<file path="src/rtl/matvec_out_requant.sv">
// Requantizes 28-bit signed matvec results to 14-bit signed and buffers them in a small FIFO,
// tagging the last element of each vector. Define MATVEC_OUT_REQUANT_RELU_EN to clamp negative inputs to zero.
module matvec_out_requant #(
  parameter int IN_W    = 28,
  parameter int OUT_W   = 14,
  parameter int SHIFT   = 7,
  parameter int DEPTH   = 4,
  parameter int VEC_LEN = 3
) (
  input  logic                    clk,
  input  logic                    reset,
  input  logic                    in_valid,
  output logic                    in_ready,
  input  logic signed [IN_W-1:0]  in_data,
  output logic                    out_valid,
  input  logic                    out_ready,
  output logic signed [OUT_W-1:0] out_data,
  output logic                    out_last,
  output logic [15:0]             sat_count
);

  localparam int PTR_W = (DEPTH > 1) ? $clog2(DEPTH) : 1;
  localparam int CNT_W = $clog2(DEPTH + 1);
  localparam int EC_W  = (VEC_LEN > 1) ? $clog2(VEC_LEN) : 1;

  localparam logic [CNT_W-1:0]      DEPTH_C = CNT_W'(DEPTH);
  localparam logic [EC_W-1:0]       LAST_C  = EC_W'(VEC_LEN - 1);
  localparam logic signed [IN_W:0]  HALF    = (IN_W+1)'(1) << (SHIFT - 1);
  localparam logic signed [IN_W:0]  Q_MAX   = (IN_W+1)'((1 << (OUT_W - 1)) - 1);
  localparam logic signed [IN_W:0]  Q_MIN   = ~Q_MAX;

  logic [OUT_W:0]     mem_q [DEPTH];
  logic [PTR_W-1:0]   wptr_q, wptr_d;
  logic [PTR_W-1:0]   rptr_q, rptr_d;
  logic [CNT_W-1:0]   count_q, count_d;
  logic [EC_W-1:0]    elem_q, elem_d;
  logic [15:0]        sat_cnt_q, sat_cnt_d;

  logic signed [IN_W:0]    t_w;
  logic signed [IN_W:0]    q_w;
  logic signed [OUT_W-1:0] q_sat;
  logic                    sat;
  logic                    push, pop, last_tag;

  // One extra bit of headroom keeps the rounding offset from wrapping at the top of the range.
  always_comb begin
    t_w   = {in_data[IN_W-1], in_data} + HALF;
    q_w   = t_w >>> SHIFT;
    q_sat = q_w[OUT_W-1:0];
    sat   = 1'b0;
    if (q_w > Q_MAX) begin
      q_sat = Q_MAX[OUT_W-1:0];
      sat   = 1'b1;
    end else if (q_w < Q_MIN) begin
      q_sat = Q_MIN[OUT_W-1:0];
      sat   = 1'b1;
    end
`ifdef MATVEC_OUT_REQUANT_RELU_EN
    if (in_data[IN_W-1]) begin
      q_sat = '0;
      sat   = 1'b0;
    end
`endif
  end

  assign in_ready  = reset && (count_q < DEPTH_C);
  assign out_valid = (count_q != '0);
  assign out_data  = mem_q[rptr_q][OUT_W-1:0];
  assign out_last  = mem_q[rptr_q][OUT_W];
  assign sat_count = sat_cnt_q;

  assign push     = in_valid && in_ready;
  assign pop      = out_valid && out_ready;
  assign last_tag = (elem_q == LAST_C);

  always_comb begin
    wptr_d    = push ? wptr_q + PTR_W'(1) : wptr_q;
    rptr_d    = pop ? rptr_q + PTR_W'(1) : rptr_q;
    count_d   = count_q;
    elem_d    = elem_q;
    sat_cnt_d = sat_cnt_q;
    unique case ({push, pop})
      2'b10:   count_d = count_q + CNT_W'(1);
      2'b01:   count_d = count_q - CNT_W'(1);
      default: count_d = count_q;
    endcase
    if (push) begin
      elem_d = last_tag ? '0 : elem_q + EC_W'(1);
      if (sat && (sat_cnt_q != 16'hFFFF)) sat_cnt_d = sat_cnt_q + 16'd1;
    end
  end

  // Storage is cleared on reset so the head reads as zero until the first push.
  always_ff @(posedge clk or negedge reset) begin
    if (!reset) begin
      wptr_q    <= '0;
      rptr_q    <= '0;
      count_q   <= '0;
      elem_q    <= '0;
      sat_cnt_q <= '0;
      for (int i = 0; i < DEPTH; i++) mem_q[i] <= '0;
    end else begin
      wptr_q    <= wptr_d;
      rptr_q    <= rptr_d;
      count_q   <= count_d;
      elem_q    <= elem_d;
      sat_cnt_q <= sat_cnt_d;
      if (push) mem_q[wptr_q] <= {last_tag, q_sat};
    end
  end

endmodule

</file>
<file path="config.mk">
export PLATFORM = sky130hd
export DESIGN_NAME = matvec_out_requant
export DESIGN_NICKNAME = d
export VERILOG_FILES = /design/src/rtl/matvec_out_requant.sv
export SDC_FILE = /design/constraint.sdc
export NUM_CORES = 1
export LEC_CHECK = 0
export ABC_CLOCK_PERIOD_IN_PS = 2900
export CAP_MARGIN = 15
export CORE_MARGIN = 3
export CORE_UTILIZATION = 50
export CTS_CLUSTER_DIAMETER = 200
export DETAILED_ROUTE_END_ITERATION = 8
export DONT_BUFFER_PORTS = 1
export PLACE_DENSITY = 0.63
export SLEW_MARGIN = 10
export SYNTH_ARGS = -nofsm -noshare
export SYNTH_HDL_FRONTEND = slang
export SYNTH_SLANG_ARGS = --single-unit
export TNS_END_PERCENT = 50
</file>
<file path="constraint.sdc">
create_clock -name clk -period 2.9 [get_ports clk]
set_clock_uncertainty 0.15 [all_clocks]
set_input_delay 0.435 -clock clk [delete_from_list [all_inputs] [get_ports clk]]
set_output_delay 0.435 -clock clk [all_outputs]
set_load 0.1 [all_outputs]
</file>
; Yosys cells after proc, flatten, opt, wreduce, memory -nomap -nowiden
; Cells that the tools add are included.
[op_classes]
n_addsub = 7
mul = 0
div = 0
n_lt_le_gt_ge = 6
n_eq_ne = 4
shift = 0
muxes = 12
n_bitwise = 2
reduce_logical = 8
[ops]
columns = op, n
row1 = 60-bit bitwise mux, 1
row2 = 15-bit two-way mux, 3
row3 = 15-bit binary-select mux with 2-bit select, 1
row4 = 15-bit demux with 2-bit select, 1
row5 = "28-bit by 8-bit adder with 29-bit output, second input constant", 1
row6 = 14-bit two-way mux, 2
row7 = "22-bit by 14-bit greater-than comparator with 1-bit output, second input constant", 1
row8 = "22-bit by 14-bit < comparator with 1-bit output, second input constant", 1
row9 = "16-bit by 1-bit adder with 16-bit output, second input constant", 1
row10 = "16-bit inequality test, second input constant", 1
row11 = "2-bit by 1-bit adder with 2-bit output, second input constant", 3
row12 = "3-bit >= comparator, second input constant", 2
row13 = 2-bit NOT with 3-bit output, 2
row14 = 3-bit one-hot mux with 2 select lines, 1
row15 = 1-bit logical AND, 5
row16 = "2-bit == test, second input constant", 2
row17 = "3-bit by 1-bit adder with 3-bit output, second input constant", 1
row18 = "3-bit by 1-bit < comparator with 1-bit output, second input constant", 1
row19 = "3-bit < comparator, second input constant", 1
row20 = 3-bit nonzero test, 1
row21 = "3-bit by 1-bit subtractor with 3-bit output, second input constant", 1
row22 = "2-bit by 1-bit == test with 1-bit output, second input constant", 1
row23 = 1-bit two-way mux, 2
row24 = 2-bit two-way mux, 1
row25 = other kinds (2), 2
[totals]
reg_bits = 85
latchBits = 0
mem_bits_rw = 0
rom_bits = 0
in_bits = 32
elab_cells = 48
mem_count = 0

; Depth between registers and ports, before layout
; Gate-level depths: netlist of run 1.
[logic_depth]
depth_word = 6
mapped_depth = 10
ltp_nobuf = 9

; Worst setup path before layout of run 1
; Ideal clock, no wire load.
[synth_path]
path_kind = input to register
startpoint = in reset
endpoint = reg sat_cnt_q[11], in the netlist sat_count[11]
setup_time_ns = 0.158
arrival_time_ns = 3.290
t_required_ns = 2.592
slack_ns = -0.698
stages = 9
n_path_buf = 2
cell_sequence = nor2b_1 > and2_1 > clkbuf_1 > inv_1 > a41oi_1 > o31a_1 > buf_2 > nand4_1 > xnor2_1
[synth_between]
elab_chain_len = 3
[synth_rtl]
columns = item, line
row1 = start: declaration, 11  ; input logic reset,
row2 = 1-bit logical AND, 66  ; assign in_ready = reset && (count_q < DEPTH_C);
row3 = 1-bit logical AND, 72  ; assign push = in_valid && in_ready;
row4 = 2-bit AND reduction (no line), --
row5 = end signal: assignment, 107  ; sat_cnt_q <= sat_cnt_d;
row6 = end: declaration, 37  ; logic [15:0] sat_cnt_q, sat_cnt_d;
; No other way between the ends.
; A chain may end at the register's enable or synchronous reset.

; Worst setup path in the final report of run 1
[layout_path]
startpoint = in in_data[6]
endpoint = reg mem_q[53] in the netlist's numbering
[layout_between]
elab_chain_len = 5
elab_cells_between_ends = 6
[layout_rtl]
columns = item, line
row1 = start: declaration, 14  ; input logic signed [IN_W-1:0] in_data,
row2 = 28-bit by 8-bit adder with 29-bit output *, 47  ; t_w = {in_data[IN_W-1], in_data} + HALF;
row3 = 22-bit by 14-bit < comparator with 1-bit output, 54  ; end else if (q_w < Q_MIN) begin
row4 = 14-bit two-way mux, 54
row5 = 14-bit two-way mux *, 51  ; if (q_w > Q_MAX) begin
row6 = 60-bit bitwise mux *, 108  ; if (push) mem_q[wptr_q] <= {last_tag, q_sat};
row7 = end signal: indexed assignment, 108
row8 = end: declaration, 32  ; logic [OUT_W:0] mem_q [DEPTH];
; Every way passes the cells marked *; elsewhere a longest branch is shown, timed or not.

==> results of run 1 <==
-- routing by layer --
metal | up-vias | routed length (µm) | GRT usage, %
met1 | 1560 | 4380 | 26.4
met4 | 0 | 174 | 6.09
met2 | 58 | 5320 | 39.4
li1 | 1490 | - | -
met5 | - | 0 | 0
met3 | 14 | 490 | 6.38
-- power by group --
group	internal, mW	total (mW)	leakage (nW)	switching [mW]
Combinational	0.816	3.05	1.04	2.23
Clock	0.428	0.881	0.107	0.453
Sequential	1.65	1.92	1.10	0.268
Total	2.89	5.85	2.24	2.95
-- worst paths after layout --
path | from | endpoint | depth (start not counted)
setup / recovery | in_data[6] | mem_q[53] | 10
setup reg to reg | count_q[2] | sat_count[7] | 8
max in group asynchronous | reset | sat_count[7] | 2
hold / removal | out_ready | rptr_q[0] | 2
hold reg to reg | rptr_q[1] | rptr_q[1] | 1
min in group asynchronous | reset | mem_q[50] | 2
-- logic make-up (layout without fill, tap and decap cells) --
logic type      Yosys count  count (layout)
mux                      19              19
simple gates            127             127
xor+xnor                 31              31
flops                    85              85
buf+inv                  28              77
compound gates           85              85
fa+ha+maj                 8               8
-- cell type report --
| cell class | instances | area (µm²) |
|---|---|---|
| Timing Repair Buffer | 51 | 418 |
| Clock buffer | 10 | 138 |
| Inverter | 10 | 37.5 |
| Clock inverter | 6 | 70.1 |
| Sequential cell | 85 | 2130 |
| Tap cell | 105 | 131 |
| Fill cell | 710 | 3290 |
| Multi-Input combinational cell | 270 | 2130 |
-- sequential cells by signal (all words and copies together), names as in the netlist --
name and flops:
mem_q 60, sat_count 16, count_q 3, elem_q 2
rptr_q 2, wptr_q 2
-- cells in the final DEF (no fill, tap or decap), types with 3 or more instances in the layout --
cell type  instances
buf_4             48
dfrtp_1           85
inv_1             10
o21ai_0           23
clkinv_4           3
mux4_2            15
nand2_4            9
nor2_2             4
or2_1              4
and2_1             3
nor2_1            13
xor2_1            10
and3_1             6
ha_1               7
a211oi_1           5
a21o_1             4
a22o_1            41
nand4_1            8
or3_1              3
nand3_1           19
nor3_1             3
or4_1              4
nand2_1           38
clkbuf_8          10
xnor2_1           21
-- stage by stage --
| stage | setup TNS [ns] | hold slack (ns) |
|---|---|---|
| final | 0 | 0.209 |
| after detailed placement | -6.78 | -0.00808 |
| after global routing | 0 | 0.224 |
| after floorplan | 0 | -0.0106 |
| after CTS | 0 | 0.199 |
| after global placement | -4.81 | -0.00781 |
-- worst max-delay path: stages --
cell	delay [ns]
ha_1	0.15
nand2_1	0.08
or4_1	0.53
mux2_1	0.34
a32o_1	0.28
a31oi_1	0.35
buf_4	0.26
nor2_2	0.06
buf_4	0.17
a22o_1	0.19
-- what timing repair did --
| action | in CTS | in global routing |
|---|---|---|
| resized for setup | 0 | 1 |
| hold buffers | 2 | 0 |
| endpoints found under the hold margin | 85 | 0 |
| setup endpoints to repair | 0 | 11 |
==> impl_metrics.ini, run 1 <==
[critical_path]
arrival_ns = 2.85
path_class = input pin to register
cp-start-kind = input pin
reg2reg_slack_ns = 0.57
cp.required_ns = 3.00
crit_fanout = 10
end_kind = register

[cts]
cts.sinks = 85
clk_path_buf_depth = 2
cts_tree = done
clk_latency_ns = 0.37
cts_buffers = 9
cts-root-buf = clkbuf_8
cts_setup_buffers = 0
clk_pin_slew_ns = 0.08
ctsHtreeMaxLevel = 3

[timing]
timing.fmax_ghz = 0.364
fin_ws_ns = 0.151
final_hold_viol_count = 0
setup_viol = 0
worst_pin_slew_ns = 0.677
rsz0062_at_grt = no
post-route-min-period_ns = 2.75
min_period_over_period_pct = 94.8
slew-limit-headroom_pct = 54.8
drv_slew = 0

[layout]
final_util_pct = 60.5
drive_gt1_share_pct = 22.9
nets = 467
fin_cells = 537
antennaDiodeCount = 0
area_delta_synth_final_pct = 15.4
final_area_um2 = 5050

[grt]
grt_antenna_before_repair = 0
grt_start_max_net_pins = 86
grt_pass1_wl_um = 17000
first_global_vias = 3297
grt_remaining_overflow = 0
grt_use_total_pct = 22.2

[synthesis]
yosysMostFrequentCell = dfrtp_1
synth-simple-area-share_pct = 16.1
synthAdderAreaFrac_pct = 2.46
synth-compound-area-share_pct = 14.9
yosys_warnings = 0
synth_ff_type = dfrtp_1
ys_seq_elements = 85
synth.top_cell.area_share_pct = 48.6
synthesis.area_um2 = 4380
synth_top_family_by_area = simple AND/OR/NAND/NOR gates
synth_edf_count = 0
muxShareOfSynthArea_pct = 8.69
ys_top_cells_by_area = dfrtp_1, a22o_1, mux4_2, xnor2_1, nand2_1
ys_seq_area_share_pct = 48.6
synth_xor_area_share_pct = 6.21
netlist_instances = 383
synth_cell_type_count = 50
postSynthAreaPerCell_um2 = 11.4
synth_nets = 423
synth_common_cells = dfrtp_1, a22o_1, nand2_1
ys_async_sr_fraction_pct = 100
yosys.area.top_type = dfrtp_1

[power]
p_leak_nw = 2.24
p_total_mw = 5.85
peakVddDrop_mv = 0.789
powerDensity_nw_per_um2 = 1160

[placed_design]
numPortBuffers = 0
hpwl_um = 7220
placed_cell_area_um2 = 4800
dp.cells = 519
gp_congestion = 0.933
dp_slack_ns = -0.255

[floorplan]
ioPinCount = 65
num_rows = 33
core_um2 = 8340
start_util_pct = 52.5
die_h_um = 99.5
die_w_um = 99.5
die-area_um2 = 9910

[detailed_routing]
routed_wl_um = 10400
drcViolationCount = 0
antenna_left = 0
drtIter0Drc = 154
num_vias = 3122
first_pass_iters = 4
viasPerCell = 5.81
routedWlPerCell_um = 19.3

[run]
drv_cap = 0

[outcome]
status = completed

[min_path]
min_path_type = input pin to register
Note: power is estimated with default switching activity, not from simulation.
==> run 2: changes to the inputs <==
--- a/config.mk
+++ b/config.mk
@@ -5,7 +5,7 @@
 export SDC_FILE = /design/constraint.sdc
 export NUM_CORES = 1
 export LEC_CHECK = 0
-export ABC_CLOCK_PERIOD_IN_PS = 2900
+export ABC_CLOCK_PERIOD_IN_PS = 2800
 export CAP_MARGIN = 15
 export CORE_MARGIN = 3
 export CORE_UTILIZATION = 50
==> constraint.sdc (replaced) <==
create_clock -name clk -period 2.8 [get_ports clk]
set_clock_uncertainty 0.15 [all_clocks]
set_input_delay 0.42 -clock clk [delete_from_list [all_inputs] [get_ports clk]]
set_output_delay 0.42 -clock clk [all_outputs]
set_load 0.02 [all_outputs]
==> run 2 against run 1 <==
Total power fell by 21%. Setup slack improved by 0.13 ns. Core utilization fell by 0.60 points. Routed wire length fell by 6.0%. Largest cell class unchanged.
==> impl_metrics.ini, run 2 (synthesis results as in run 1) <==
[outcome]
status = completed

[layout]
final_util_pct = 59.9
largest_reg_flops = 60
drive_gt1_share_pct = 20.7
area_delta_synth_final_pct = 14.2
multi_input_area_um2 = 2120
final_area_um2 = 5000
fin_cells = 526
regMostFlops = mem_q
final_common_cell = dfrtp_1
n_fill_cell = 714
most-common-layout-cells = dfrtp_1, a22o_1, nand2_1
antennaDiodeCount = 0
register_area_um2 = 2130
nets = 456

[power]
clkPwrFrac_pct = 19.2
powerDensity_nw_per_um2 = 923
combinationalPowerShare_pct = 36.0
p_seq_share_pct = 44.7
intPower_mw = 2.92
switching_share_pct = 36.7
p_total_mw = 4.61
p_sw_mw = 1.69
peakVddDrop_mv = 0.318
p_leak_nw = 2.18

[critical_path]
cp-start-kind = input pin
arrival_ns = 2.62
crit_fanout = 6
crit_chain = ha_1 > nand2_1 > or4_1 > mux2_1 > a32o_1 > a31oi_1 > buf_4 > buf_12 > nor2_2 > buf_4 > a22o_1
end_kind = register
slowest_delay_ns = 0.52
worst_r2r_endpoint = count_q[2]
reg2reg_depth = 8
reg2reg_slack_ns = 0.57
path_class = input pin to register
rr_startpoint = count_q[0]
cp_common_cell = buf_4
cp.required_ns = 2.90
critPathSlowestCell = or4_1

[grt]
grt_use_total_pct = 20.7
grt_start_max_net_pins = 86
grt_pass1_wl_um = 16000
grt_antenna_before_repair = 0
grt_remaining_overflow = 0
first_global_vias = 3159

[cts]
clk_path_buf_depth = 2
ctsHtreeMaxLevel = 3
cts_tree = done
cts-root-buf = clkbuf_8
cts.sinks = 85
clk_latency_ns = 0.36
cts_setup_buffers = 0
clk_pin_slew_ns = 0.09
cts_buffers = 9

[run]
drv_cap = 0

[placed_design]
numPortBuffers = 0
dp.cells = 508
gp_congestion = 0.770
hpwl_um = 6800
placed_cell_area_um2 = 4760

[timing]
slew-limit-headroom_pct = 61.7
drv_slew = 0
timing.fmax_ghz = 0.397
rsz0062_at_grt = no
setup_viol = 0
min_period_over_period_pct = 90.0
post-route-min-period_ns = 2.52
tns_ns = 0
worst_pin_slew_ns = 0.574
final_hold_viol_count = 0

[min_path]
min_path_type = input pin to register
holdPathEnd = rptr_q[0]
whs_path_depth = 2
holdCritStartpoint = out_ready

[floorplan]
start_util_pct = 52.5
num_rows = 33
die_h_um = 99.5
die_w_um = 99.5
ioPinCount = 65
core_um2 = 8340
die-area_um2 = 9910

[detailed_routing]
viasPerCell = 5.90
num_vias = 3101
drcViolationCount = 0
first_pass_iters = 4
routedWlPerCell_um = 18.5
drtIter0Drc = 104
antenna_left = 0
routed_wl_um = 9740
[run 2: layout make-up]
type / instances / share of cell area, %
Timing Repair Buffer: 40 / 7.71
Clock buffer: 9 / 2.48
Multi-Input combinational cell: 270 / 42.4
Sequential cell: 85 / 42.6
Tap cell: 105 / 2.63
Clock inverter: 7 / 1.48
Inverter: 10 / 0.751
[run 2: power by group through the flow]
stage          logic, mW  registers (mW)  clock network [mW]
3_5_place_dp        1.65            2.09                   0
2_1_floorplan       1.36            1.98                   0
4_1_cts             1.69            2.07               0.898
5_1_grt             1.80            2.12               0.953
3_3_place_gp        1.59            2.06                   0
6_report            1.66            2.06               0.887
[run 2: worst max-delay path, delay by kind of cell]
kind | cells | cell delay, ns
AO/OA/AOI/OAI | 3 | 0.63
adder cells (fa/ha/maj) | 1 | 0.15
buffers and inverters | 3 | 0.44
multiplexers | 1 | 0.33
AND/OR/NAND/NOR | 3 | 0.63
[run 2: what timing repair did]
item / CTS / global route
gates resized for setup: 0 / 1
hold buffers: 2 / 0
hold endpoints to repair: 85 / 0
setup endpoints to repair: 0 / 11
[run 2: worst max-delay path by stage]
stage	start	to	slack (ns)	depth (start not counted)
after floorplan	in_data[6]	mem_q[12]	0.06	10
after global placement	in_data[6]	mem_q[23]	-0.23	8
after detailed placement	in_data[6]	mem_q[24]	-0.28	8
after CTS	in_data[6]	mem_q[23]	0.12	8
after global routing	in_data[6]	mem_q[9]	0.15	11
final	in_data[6]	mem_q[5]	0.28	11
[run 2: through the flow]
stage               hold WS (ns)  worst slack (ns)
finish                     0.207             0.279
global route               0.213             0.152
CTS                        0.201             0.124
detailed placement       -0.0233            -0.279
global placement         -0.0225            -0.229
floorplan                -0.0256            0.0612
[run 2: routing by layer]
metal / up-vias / wire (µm) / GRT usage, % / part of all wire, %
li1: 1471 / - / - / -
met1: 1531 / 4580 / 29.8 / 47
met2: 83 / 4470 / 31.2 / 46
met3: 16 / 511 / 4.21 / 5.2
met4: 0 / 178 / 7.77 / 1.8
met5: - / 0 / 0 / 0
==> run 3: changes to the inputs <==
--- a/config.mk
+++ b/config.mk
@@ -17,4 +17,4 @@
 export SYNTH_ARGS = -nofsm -noshare
 export SYNTH_HDL_FRONTEND = slang
 export SYNTH_SLANG_ARGS = --single-unit
-export TNS_END_PERCENT = 50
+export TNS_END_PERCENT = 100
==> results of run 3 <==
The final DEF is identical to that of run 2; final timing and power are the same.
